===== config.mk =====
export PLATFORM = sky130hd
export DESIGN_NAME = dbi_tx_arb
export DESIGN_NICKNAME = d
export VERILOG_FILES = /design/src/rtl/dbi_tx_pkg.sv /design/src/rtl/dbi_tx_rr_arb2.sv /design/src/rtl/dbi_tx_arb.sv
export SDC_FILE = /design/constraint.sdc
export NUM_CORES = 1
export LEC_CHECK = 0
export ABC_AREA = 1
export CORE_MARGIN = 5
export CORE_UTILIZATION = 40
export CTS_CLUSTER_SIZE = 8
export DETAILED_ROUTE_END_ITERATION = 16
export MAX_ROUTING_LAYER = met4
export PLACE_DENSITY = 0.85
export SYNTH_ARGS = -nofsm -noshare
export SYNTH_HDL_FRONTEND = slang
export SYNTH_SLANG_ARGS = --single-unit

===== constraint.sdc =====
create_clock -name clk -period 4 [get_ports clk]
set_input_delay 0.8 -clock clk [delete_from_list [all_inputs] [get_ports clk]]
set_output_delay 0.8 -clock clk [all_outputs]
set_load 0.05 [all_outputs]

===== src/rtl/dbi_tx_pkg.sv =====
// Shared encodings for the DBI TX arbiter: FSM states, NOP byte, and grant helper.
// Pure definitions with no latency and no flow control.
package dbi_tx_pkg;

    typedef enum logic [1:0] {
        IDLE = 2'd0,
        GNT0 = 2'd1,
        GNT1 = 2'd2
    } arb_st_e;

    localparam logic [7:0] NOP_CMD = 8'h00;

    function automatic logic [1:0] st2gnt(input arb_st_e st);
        logic [1:0] g;
        g = 2'b00;
        case (st)
            GNT0:    g = 2'b01;
            GNT1:    g = 2'b10;
            default: g = 2'b00;
        endcase
        return g;
    endfunction

endpackage


===== src/rtl/dbi_tx_rr_arb2.sv =====
// Two-way round-robin pick, combinational grant from req and a registered favour bit.
// No backpressure; the favour bit moves only when advance is pulsed.
module dbi_tx_rr_arb2 (
    input  logic       clk,
    input  logic       rst_n,
    input  logic [1:0] req,
    input  logic       advance,
    output logic [1:0] gnt
);

    // fav1 set means s1 wins a tie; the holder is the one still requesting at advance time
    logic fav1;

    always_comb begin
        gnt = 2'b00;
        case (req)
            2'b01:   gnt = 2'b01;
            2'b10:   gnt = 2'b10;
            2'b11:   gnt = fav1 ? 2'b10 : 2'b01;
            default: gnt = 2'b00;
        endcase
    end

    always_ff @(posedge clk or negedge rst_n) begin
        if (!rst_n) begin
            fav1 <= 1'b0;
        end else if (advance) begin
            fav1 <= gnt[0];
        end
    end

endmodule


===== src/rtl/dbi_tx_arb.sv =====
// Arbitrates two DBI beat streams onto the TX PHY; zero data latency, one bubble per transaction.
// PHY ready passes straight to the granted requester; a stalled owner is released after TMO_CYC idle cycles.
module dbi_tx_arb
    import dbi_tx_pkg::*;
#(
    parameter int DBI_IF_D_W = 8,
    parameter int TMO_CYC    = 1024
) (
    input  logic                  clk,
    input  logic                  rst_n,
    input  logic                  s0_hrst_i,
    input  logic [DBI_IF_D_W-1:0] s0_cmd_typ_i,
    input  logic [DBI_IF_D_W-1:0] s0_cmd_dat_i,
    input  logic                  s0_last_i,
    input  logic                  s0_no_dat_i,
    input  logic                  s0_vld_i,
    output logic                  s0_rdy_o,
    input  logic                  s1_hrst_i,
    input  logic [DBI_IF_D_W-1:0] s1_cmd_typ_i,
    input  logic [DBI_IF_D_W-1:0] s1_cmd_dat_i,
    input  logic                  s1_last_i,
    input  logic                  s1_no_dat_i,
    input  logic                  s1_vld_i,
    output logic                  s1_rdy_o,
    output logic                  dtp_dbi_hrst_o,
    output logic [DBI_IF_D_W-1:0] dtp_tx_cmd_typ_o,
    output logic [DBI_IF_D_W-1:0] dtp_tx_cmd_dat_o,
    output logic                  dtp_tx_last_o,
    output logic                  dtp_tx_no_dat_o,
    output logic                  dtp_tx_vld_o,
    input  logic                  dtp_tx_rdy_i,
    output logic [1:0]            arb_gnt_o,
    output logic                  arb_tmo_o
);

    localparam int            CW       = $clog2(TMO_CYC + 1);
    localparam logic [CW-1:0] TMO_LAST = CW'(TMO_CYC - 1);

    arb_st_e       st_q, st_d;
    logic [CW-1:0] stall_q, stall_d;
    logic [1:0]    rr_req, rr_gnt;
    logic          txn_end, advance;

    // While granted, present the owner as the sole requester so advance records who held the bus
    assign rr_req  = (st_q == IDLE) ? {s1_vld_i, s0_vld_i} : st2gnt(st_q);
    assign advance = txn_end | arb_tmo_o;

    dbi_tx_rr_arb2 u_rr (
        .clk     (clk),
        .rst_n   (rst_n),
        .req     (rr_req),
        .advance (advance),
        .gnt     (rr_gnt)
    );

    always_ff @(posedge clk or negedge rst_n) begin
        if (!rst_n) begin
            st_q    <= IDLE;
            stall_q <= '0;
        end else begin
            st_q    <= st_d;
            stall_q <= stall_d;
        end
    end

    always_comb begin
        st_d             = st_q;
        stall_d          = stall_q;
        dtp_dbi_hrst_o   = 1'b0;
        dtp_tx_cmd_typ_o = DBI_IF_D_W'(NOP_CMD);
        dtp_tx_cmd_dat_o = DBI_IF_D_W'(NOP_CMD);
        dtp_tx_last_o    = 1'b0;
        dtp_tx_no_dat_o  = 1'b0;
        dtp_tx_vld_o     = 1'b0;
        s0_rdy_o         = 1'b0;
        s1_rdy_o         = 1'b0;
        arb_tmo_o        = 1'b0;
        txn_end          = 1'b0;

        case (st_q)
            GNT0: begin
                dtp_dbi_hrst_o   = s0_hrst_i;
                dtp_tx_cmd_typ_o = s0_cmd_typ_i;
                dtp_tx_cmd_dat_o = s0_cmd_dat_i;
                dtp_tx_last_o    = s0_last_i;
                dtp_tx_no_dat_o  = s0_no_dat_i;
                dtp_tx_vld_o     = s0_vld_i;
                s0_rdy_o         = dtp_tx_rdy_i;
            end
            GNT1: begin
                dtp_dbi_hrst_o   = s1_hrst_i;
                dtp_tx_cmd_typ_o = s1_cmd_typ_i;
                dtp_tx_cmd_dat_o = s1_cmd_dat_i;
                dtp_tx_last_o    = s1_last_i;
                dtp_tx_no_dat_o  = s1_no_dat_i;
                dtp_tx_vld_o     = s1_vld_i;
                s1_rdy_o         = dtp_tx_rdy_i;
            end
            default: ;
        endcase

        txn_end   = dtp_tx_vld_o & dtp_tx_rdy_i & (dtp_tx_last_o | dtp_dbi_hrst_o);
        // Only an absent owner counts as a stall; PHY backpressure keeps vld high and clears the count
        arb_tmo_o = ((st_q == GNT0) || (st_q == GNT1)) & ~dtp_tx_vld_o
                    & (stall_q == TMO_LAST) & ~txn_end;

        case (st_q)
            IDLE: begin
                stall_d = '0;
                if (rr_gnt[0]) begin
                    st_d = GNT0;
                end else if (rr_gnt[1]) begin
                    st_d = GNT1;
                end
            end
            GNT0, GNT1: begin
                if (txn_end || arb_tmo_o) begin
                    st_d    = IDLE;
                    stall_d = '0;
                end else if (dtp_tx_vld_o) begin
                    stall_d = '0;
                end else begin
                    stall_d = stall_q + CW'(1);
                end
            end
            default: begin
                st_d    = IDLE;
                stall_d = '0;
            end
        endcase
    end

    assign arb_gnt_o = st2gnt(st_q);

endmodule

==> key figures, run 1 <==
Route
  – Post-route met1 wirelength: 1440 microns
  – Initial DRT Pass Iterations: 4
  – Initial DRC count: 28
  – Via density: 4.79
  – Post-DR wirelength/cell: 12.2 microns
  – Antenna-violating nets left: 0
  – Routed wl met3: 354 microns
  – Met2 wire length: 1440 microns
  – Max layer used: met4
  – Vias post-DR: 1,284
  – Number of remaining DRC errors: 0
  – Routed Wire Length: 3270 microns

Logic synthesis
  – Post-synthesis mux area share: 0%
  – Top post-synthesis cells by area: dfrtp_1 31%, nand2_1 21%, a21oi_1 8.4%
  – Mean post-synth cell area: 6.64 sq um
  – Post-synthesis sequential area ratio: 31.0%
  – Syn nets: 217
  – Largest family of logic cells by synthesized area: simple AND/OR/NAND/NOR gates
  – Synth Warn #: 0
  – Post-synthesis simple-gate area fraction: 40.8%
  – Post-synth top area share: 31.0%
  – Post-synthesis register bit count: 14
  – Area leader, netlist: dfrtp_1
  – Complex-gate fraction of the synthesized area: 11.8%
  – Post-Synthesis Cells: 170
  – Synth Area in Adders: 4.43%
  – Distinct cell type count after synthesis: 24
  – Post-synthesis xor/xnor area fraction: 2.33%
  – Post-Syn Area: 0.00113 sq mm

Power and ir drop
  – Overall Power: 0.00102 W
  – Pwr/cell area: 550 mW/mm^2
  – VDD IR max: 410 uV
  – Leakage dissipation: 0.816 nW

Timing
  – Unrepaired setup endpoints after global routing: no
  – Max Clock Skew: 0.000915 ns
  – Setup TNS: 0 ns
  – Worst Max-Slew Pin Slew: 0.584 ns
  – Worst Hold Slack: 0.480 ns
  – Tcrit/Tclk final: 82.8%
  – Finish-stage setup viols: 0
  – Fmax: 302 MHz
  – Final Hold Violating Endpoints: 0
  – Final Max Slew Viols: 0
  – Min cycle time layout: 3.31 ns
  – Relative slew slack: 60.9%

GRT
  – All-layer global routing usage: 16.9%
  – Largest net degree at the start of global routing: 24
  – First-pass GRT wire length: 5380 microns
  – Initial antenna violation count: 0
  – Vias in the first global route: 1,146
  – Grt total ovfl: 0

Placement
  – Placed Cells: 265
  – Placed inst area: 0.00183 sq mm
  – HPWL after DPL: 2730 microns
  – Port bufs: 67
  – Gpl congestion: 0.824

Setup path
  – Crit-path cells: clkdlybuf4s50_1 -> nand2_1 -> nand2_2 -> nor2_4 -> nand3_2 -> inv_1 -> clkdlybuf4s50_1
  – Delay of the slowest cell on the worst path: 0.82 ns
  – Reg2Reg Setup Slack: 2.23 ns
  – Crit end category: output pin
  – RR Endpoint: st_q[0]
  – Crit path top cell by count: clkdlybuf4s50_1
  – R2R depth: 12
  – R2R Path Start: st_q[0]
  – Crit path from: s0_vld_i
  – Crit path DAT: 2.51 ns
  – Worst endpoint required time: 3.20 ns
  – Startpoint Class: primary input
  – CP max-delay cell: clkdlybuf4s50_1
  – CP max FO: 3
  – CP endpoint: arb_tmo_o
  – Setup CP Type: primary input to output pin

Clock network
  – Total CTS buffers: 3
  – H-tree levels: 1
  – Skew-Pair Late Insertion Delay: 0.27 ns
  – Setup Buffers After CTS: 0
  – CTS clk-pin slew, worst paths: 0.08 ns
  – Longest Clk Path Bufs: 2
  – CTS tree: yes
  – Cts repair resizes: 0
  – CTS hold repair buffers: 0
  – Clock root buffer master: clkbuf_4
  – CTS sink cnt: 14

Hold path
  – Hold WC Path Type: flip-flop to flip-flop
  – Hold Crit Depth: 1

Layout
  – Design Area, Final: 0.00185 sq mm
  – # fillers: 259
  – Layout cells sized above 1: 9.28%
  – ANT cells: 0
  – Fin cells: 268
  – Final #Nets: 286
  – Area grow syn2layout: 63.9%

Die
  – Placeable Area: 0.00273 sq mm
  – Initial Util: 41.3%
  – Die width: 63.1 microns
  – DIE HEIGHT: 63.1 microns
  – Rows: 19
  – I/O Pins: 68
  – Die area: 0.00398 sq mm

Run status
  – Status: finished, final reports clean

Job
  – Max-Cap Viols: 0
through the flow:
stage	worst slack (ns)	utilization, %
global route	0.553	67.6
floorplan	0.921	-
detailed placement	0.671	66.8
global placement	0.711	66.8
CTS	0.662	67.6
finish	0.687	67.6
critical path, delay by kind of cell:
| family | cells | cell delay [ns] |
|---|---|---|
| and+or+nand+nor | 4 | 0.40 |
| buffers and inverters | 3 | 1.32 |
cell usage after synthesis:
cell and number:
buf_2 3, a31oi_1 1, a21oi_1 19, nor2_1 12
nand3_1 5, xor2_1 1, nor3b_2 2, inv_2 2
inv_1 20, nor3_1 1, xnor2_1 2, buf_4 1
dfrtp_1 14, buf_1 1, a21oi_2 1, o21ai_0 3
nand3_2 5, nor2_4 3, nor3_2 1, ha_1 4
nand2_1 64, nor3b_1 1, o211ai_1 1, nand2_2 3
registers in the layout (all words and copies together), names as in the netlist:
signal and count:
stall_q 11, st_q 2, u_rr.fav1 1
kinds of logic (layout without fill, tap and decap cells):
kind of cell / after synthesis / count (layout)
xor+xnor: 3 / 3
flops: 14 / 14
compound gates: 25 / 25
buf+inv: 27 / 94
simple gates: 97 / 97
fa+ha+maj: 4 / 4
final cells by class:
class / count / area, sq um / area share (%)
well taps: 31 / 38.8 / 2.10
multi-input cells: 129 / 669 / 36.2
repair buffers: 69 / 686 / 37.1
inverters: 22 / 82.6 / 4.47
flip-flops and latches: 14 / 350 / 18.9
clock buffers: 3 / 22.5 / 1.22
placed cells by master (no fill, tap or decap), drive strengths merged:
cell type	n
inv	22
nor3	2
xor2	1
xnor2	2
clkdlybuf4s50	67
buf	2
a21oi	20
nor2	15
o21ai	3
o211ai	1
nand2	67
a31oi	1
nor3b	3
ha	4
dfrtp	14
nand3	10
clkbuf	3
per-layer routing:
metal	vias to the layer above	global-route usage, %
met5	-	-
met4	0	3.98
met3	5	4.26
met2	52	26.5
met1	559	21.8
li1	668	-
where the power goes:
group          leakage (nW)  total [W]  switching [W]  internal, W
sequential            0.190   0.000181      0.0000168     0.000164
combinational         0.612   0.000758       0.000512     0.000246
clock                0.0138  0.0000774      0.0000425    0.0000349
total                 0.816    0.00102       0.000572     0.000445
worst min-delay path by stage:
stage                    start    endpoint
global placement    stall_q[0]  stall_q[0]
detailed placement  stall_q[0]  stall_q[0]
floorplan           stall_q[0]  stall_q[0]
finish              stall_q[0]  stall_q[0]
CTS                 stall_q[0]  stall_q[0]
global route        stall_q[0]  stall_q[0]
Power figures use the tool's default switching activity.
==> inputs of run 2 (changes only) <==
CORE_UTILIZATION = 37   (was 40)
PLACE_DENSITY = 0.8   (was 0.85)
clock period = 3.3 ns   (was 4 ns; I/O delays follow)
==> key figures, run 2 (same netlist as run 1, synthesis figures left out) <==
Power and ir drop
  – Pwr/cell area: 668 mW/mm^2 (was 550 mW/mm^2)
  – Switching share of power: 55.9% (was 56.2%)
  – P_sw: 0.000694 W (was 0.000572 W)
  – VDD IR max: 312 uV (was 410 uV)
  – Flop pwr share: 17.7% (was 17.8%)
  – Pint: 0.000546 W (was 0.000445 W)
  – Comb power frac: 74.6% (about the same)
  – Overall Power: 0.00124 W (was 0.00102 W)
  – Leakage dissipation: 0.824 nW (was 0.816 nW)
  – Clock power frac: 7.7% (was 7.6%)

Route
  – Via density: 4.71 (was 4.79)
  – Vias post-DR: 1,277 (was 1,284)
  – Routed Wire Length: 3290 microns (was 3270 microns)
  – Post-DR wirelength/cell: 12.1 microns (was 12.2 microns)
  – Initial DRT Pass Iterations: 4 (unchanged)
  – Initial DRC count: 60 (was 28)
  – Antenna-violating nets left: 0 (unchanged)
  – Number of remaining DRC errors: 0 (unchanged)

Timing
  – Worst Hold Slack: 0.498 ns (was 0.480 ns)
  – Tcrit/Tclk final: 92.4%
  – Final WS setup: 0.249 ns (was 0.687 ns)
  – Fmax: 328 MHz
  – Unrepaired setup endpoints after global routing: no (unchanged)
  – Worst Max-Slew Pin Slew: 0.619 ns (was 0.584 ns)
  – Setup TNS: 0 ns (unchanged)
  – Finish-stage setup viols: 0 (unchanged)
  – Relative slew slack: 58.6% (was 60.9%)
  – Final Hold Violating Endpoints: 0 (unchanged)
  – Min cycle time layout: 3.05 ns
  – Max Clock Skew: 0.00344 ns (was 0.000915 ns)
  – Final Max Slew Viols: 0 (unchanged)

Placement
  – HPWL after DPL: 2730 microns (about the same)
  – Post-place setup slack: 0.399 ns (was 0.671 ns)
  – Port bufs: 67 (unchanged)
  – Placed inst area: 0.00183 sq mm (about the same)
  – Gpl congestion: 0.748 (was 0.824)

GRT
  – Initial antenna violation count: 0 (unchanged)
  – All-layer global routing usage: 16.4% (was 16.9%)
  – First-pass GRT wire length: 5490 microns (was 5380 microns)
  – Vias in the first global route: 1,193 (was 1,146)
  – Largest net degree at the start of global routing: 19 (was 24)
  – Grt total ovfl: 0 (unchanged)

Hold path
  – Hold WC Path Type: flip-flop to flip-flop (unchanged)
  – Hold path start: stall_q[0] (unchanged)

Die
  – Rows: 20 (was 19)
  – DIE HEIGHT: 65.2 microns (was 63.1 microns)
  – Initial Util: 37.9% (was 41.3%)
  – I/O Pins: 68 (unchanged)
  – Die area: 0.00425 sq mm (was 0.00398 sq mm)
  – Die width: 65.2 microns (was 63.1 microns)
  – Placeable Area: 0.00298 sq mm (was 0.00273 sq mm)

Clock network
  – Longest Clk Path Bufs: 2 (unchanged)
  – Cts repair resizes: 0 (unchanged)
  – CTS tree: yes (unchanged)
  – Setup Buffers After CTS: 0 (unchanged)
  – CTS hold repair buffers: 0 (unchanged)
  – CTS sink cnt: 14 (unchanged)
  – Total CTS buffers: 3 (unchanged)
  – Skew-Pair Late Insertion Delay: 0.28 ns (was 0.27 ns)
  – Clock root buffer master: clkbuf_4 (unchanged)
  – CTS clk-pin slew, worst paths: 0.08 ns (about the same)
  – H-tree levels: 1 (unchanged)

Layout
  – Area grow syn2layout: 64.5% (was 63.9%)
  – Largest register FFs: 11 (unchanged)
  – Largest registers: stall_q (11), st_q (2), u_rr.fav1 (1) (unchanged)
  – Most common cell after layout, fill and taps aside: clkdlybuf4s50_1 (unchanged)
  – Most frequent cells in the layout: 66 x clkdlybuf4s50_1, 64 x nand2_1, 20 x inv_1, 19 x a21oi_1, 14 x dfrtp_1 (was 67 x clkdlybuf4s50_1, 64 x nand2_1, 20 x inv_1, 19 x a21oi_1, 14 x dfrtp_1)
  – ANT cells: 0 (unchanged)
  – Top reg by flops: stall_q (unchanged)
  – Design Area, Final: 0.00186 sq mm (was 0.00185 sq mm)
  – Final #Nets: 287 (was 286)
  – Layout cells sized above 1: 10.1% (was 9.28%)

Setup path
  – Buf/Inv on CP: 4 (was 3)
  – R2R Path Start: st_q[0] (unchanged)
  – Crit path from: st_q[0] (was s0_vld_i)
  – Crit-path cells: inv_1 -> ha_1 -> buf_4 -> nand2_1 -> nand2_1 -> nand2_1 -> inv_1 -> clkdlybuf4s50_1 (was clkdlybuf4s50_1 -> nand2_1 -> nand2_2 -> nor2_4 -> nand3_2 -> inv_1 -> clkdlybuf4s50_1)
  – Setup CP Type: flip-flop to output pin (was primary input to output pin)
  – Worst endpoint required time: 2.64 ns (was 3.20 ns)
  – Crit-path leading delay family: buffers and inverters (unchanged)
  – Crit path DAT: 2.39 ns (was 2.51 ns)
  – CP max-delay cell: clkdlybuf4s50_1 (unchanged)
  – Startpoint Class: flip-flop (was primary input)
  – Delay of the slowest cell on the worst path: 0.80 ns (was 0.82 ns)
  – CP max FO: 15 (was 3)
  – Crit end category: output pin (unchanged)
  – Crit path top cell by count: nand2_1 (was clkdlybuf4s50_1)

Job
  – Max-Cap Viols: 0 (unchanged)

Run status
  – Status: finished, final reports clean (unchanged)
run 2: cell count changes in the layout (fill, tap and decap cells not counted), sizes merged:
cell	previous run	this run
buf	2	4
clkdlybuf4s50	67	66
run 2: power groups by stage:
stage / clock, W / combinational, W / sequential [W]
after floorplan: 0 / 0.000649 / 0.000218
after global placement: 0 / 0.000929 / 0.000221
after detailed placement: 0 / 0.000935 / 0.000222
after CTS: 0.0000953 / 0.000938 / 0.000220
after global routing: 0.000106 / 0.00101 / 0.000223
final: 0.0000950 / 0.000926 / 0.000220
run 2: area by class of cell:
type / instances / area (sq um)
Clock buffer: 3 / 22.5
Fill cell: 280 / 1120
Inverter: 22 / 82.6
Multi-Input combinational cell: 129 / 669
Sequential cell: 14 / 350
Tap cell: 33 / 41.3
Timing Repair Buffer: 70 / 691
run 2: per-stage QoR:
stage / cells / utilization (%)
after floorplan: 170 / -
after global placement: 268 / 61.6
after detailed placement: 268 / 61.6
after CTS: 271 / 62.4
after global routing: 271 / 62.4
final: 271 / 62.4
run 2: layer usage:
metal	part of all wire, %	up-vias	global-route usage, %
met5	0	-	-
met4	0.55	0	3.89
met3	10	4	4.27
met2	42	50	24.7
met1	47	558	22.1
li1	-	665	-
run 2: final timing paths:
check / end / slack [ns] / cells past startpoint
worst max-delay path: dtp_dbi_hrst_o / 0.25 / 8
worst min-delay path: stall_q[0] / 0.50 / 1
worst max register to register: st_q[0] / 1.45 / 12
worst min register to register: stall_q[0] / 0.50 / 1
max in group asynchronous: stall_q[6] / 2.14 / 1
min in group asynchronous: stall_q[1] / 0.76 / 1
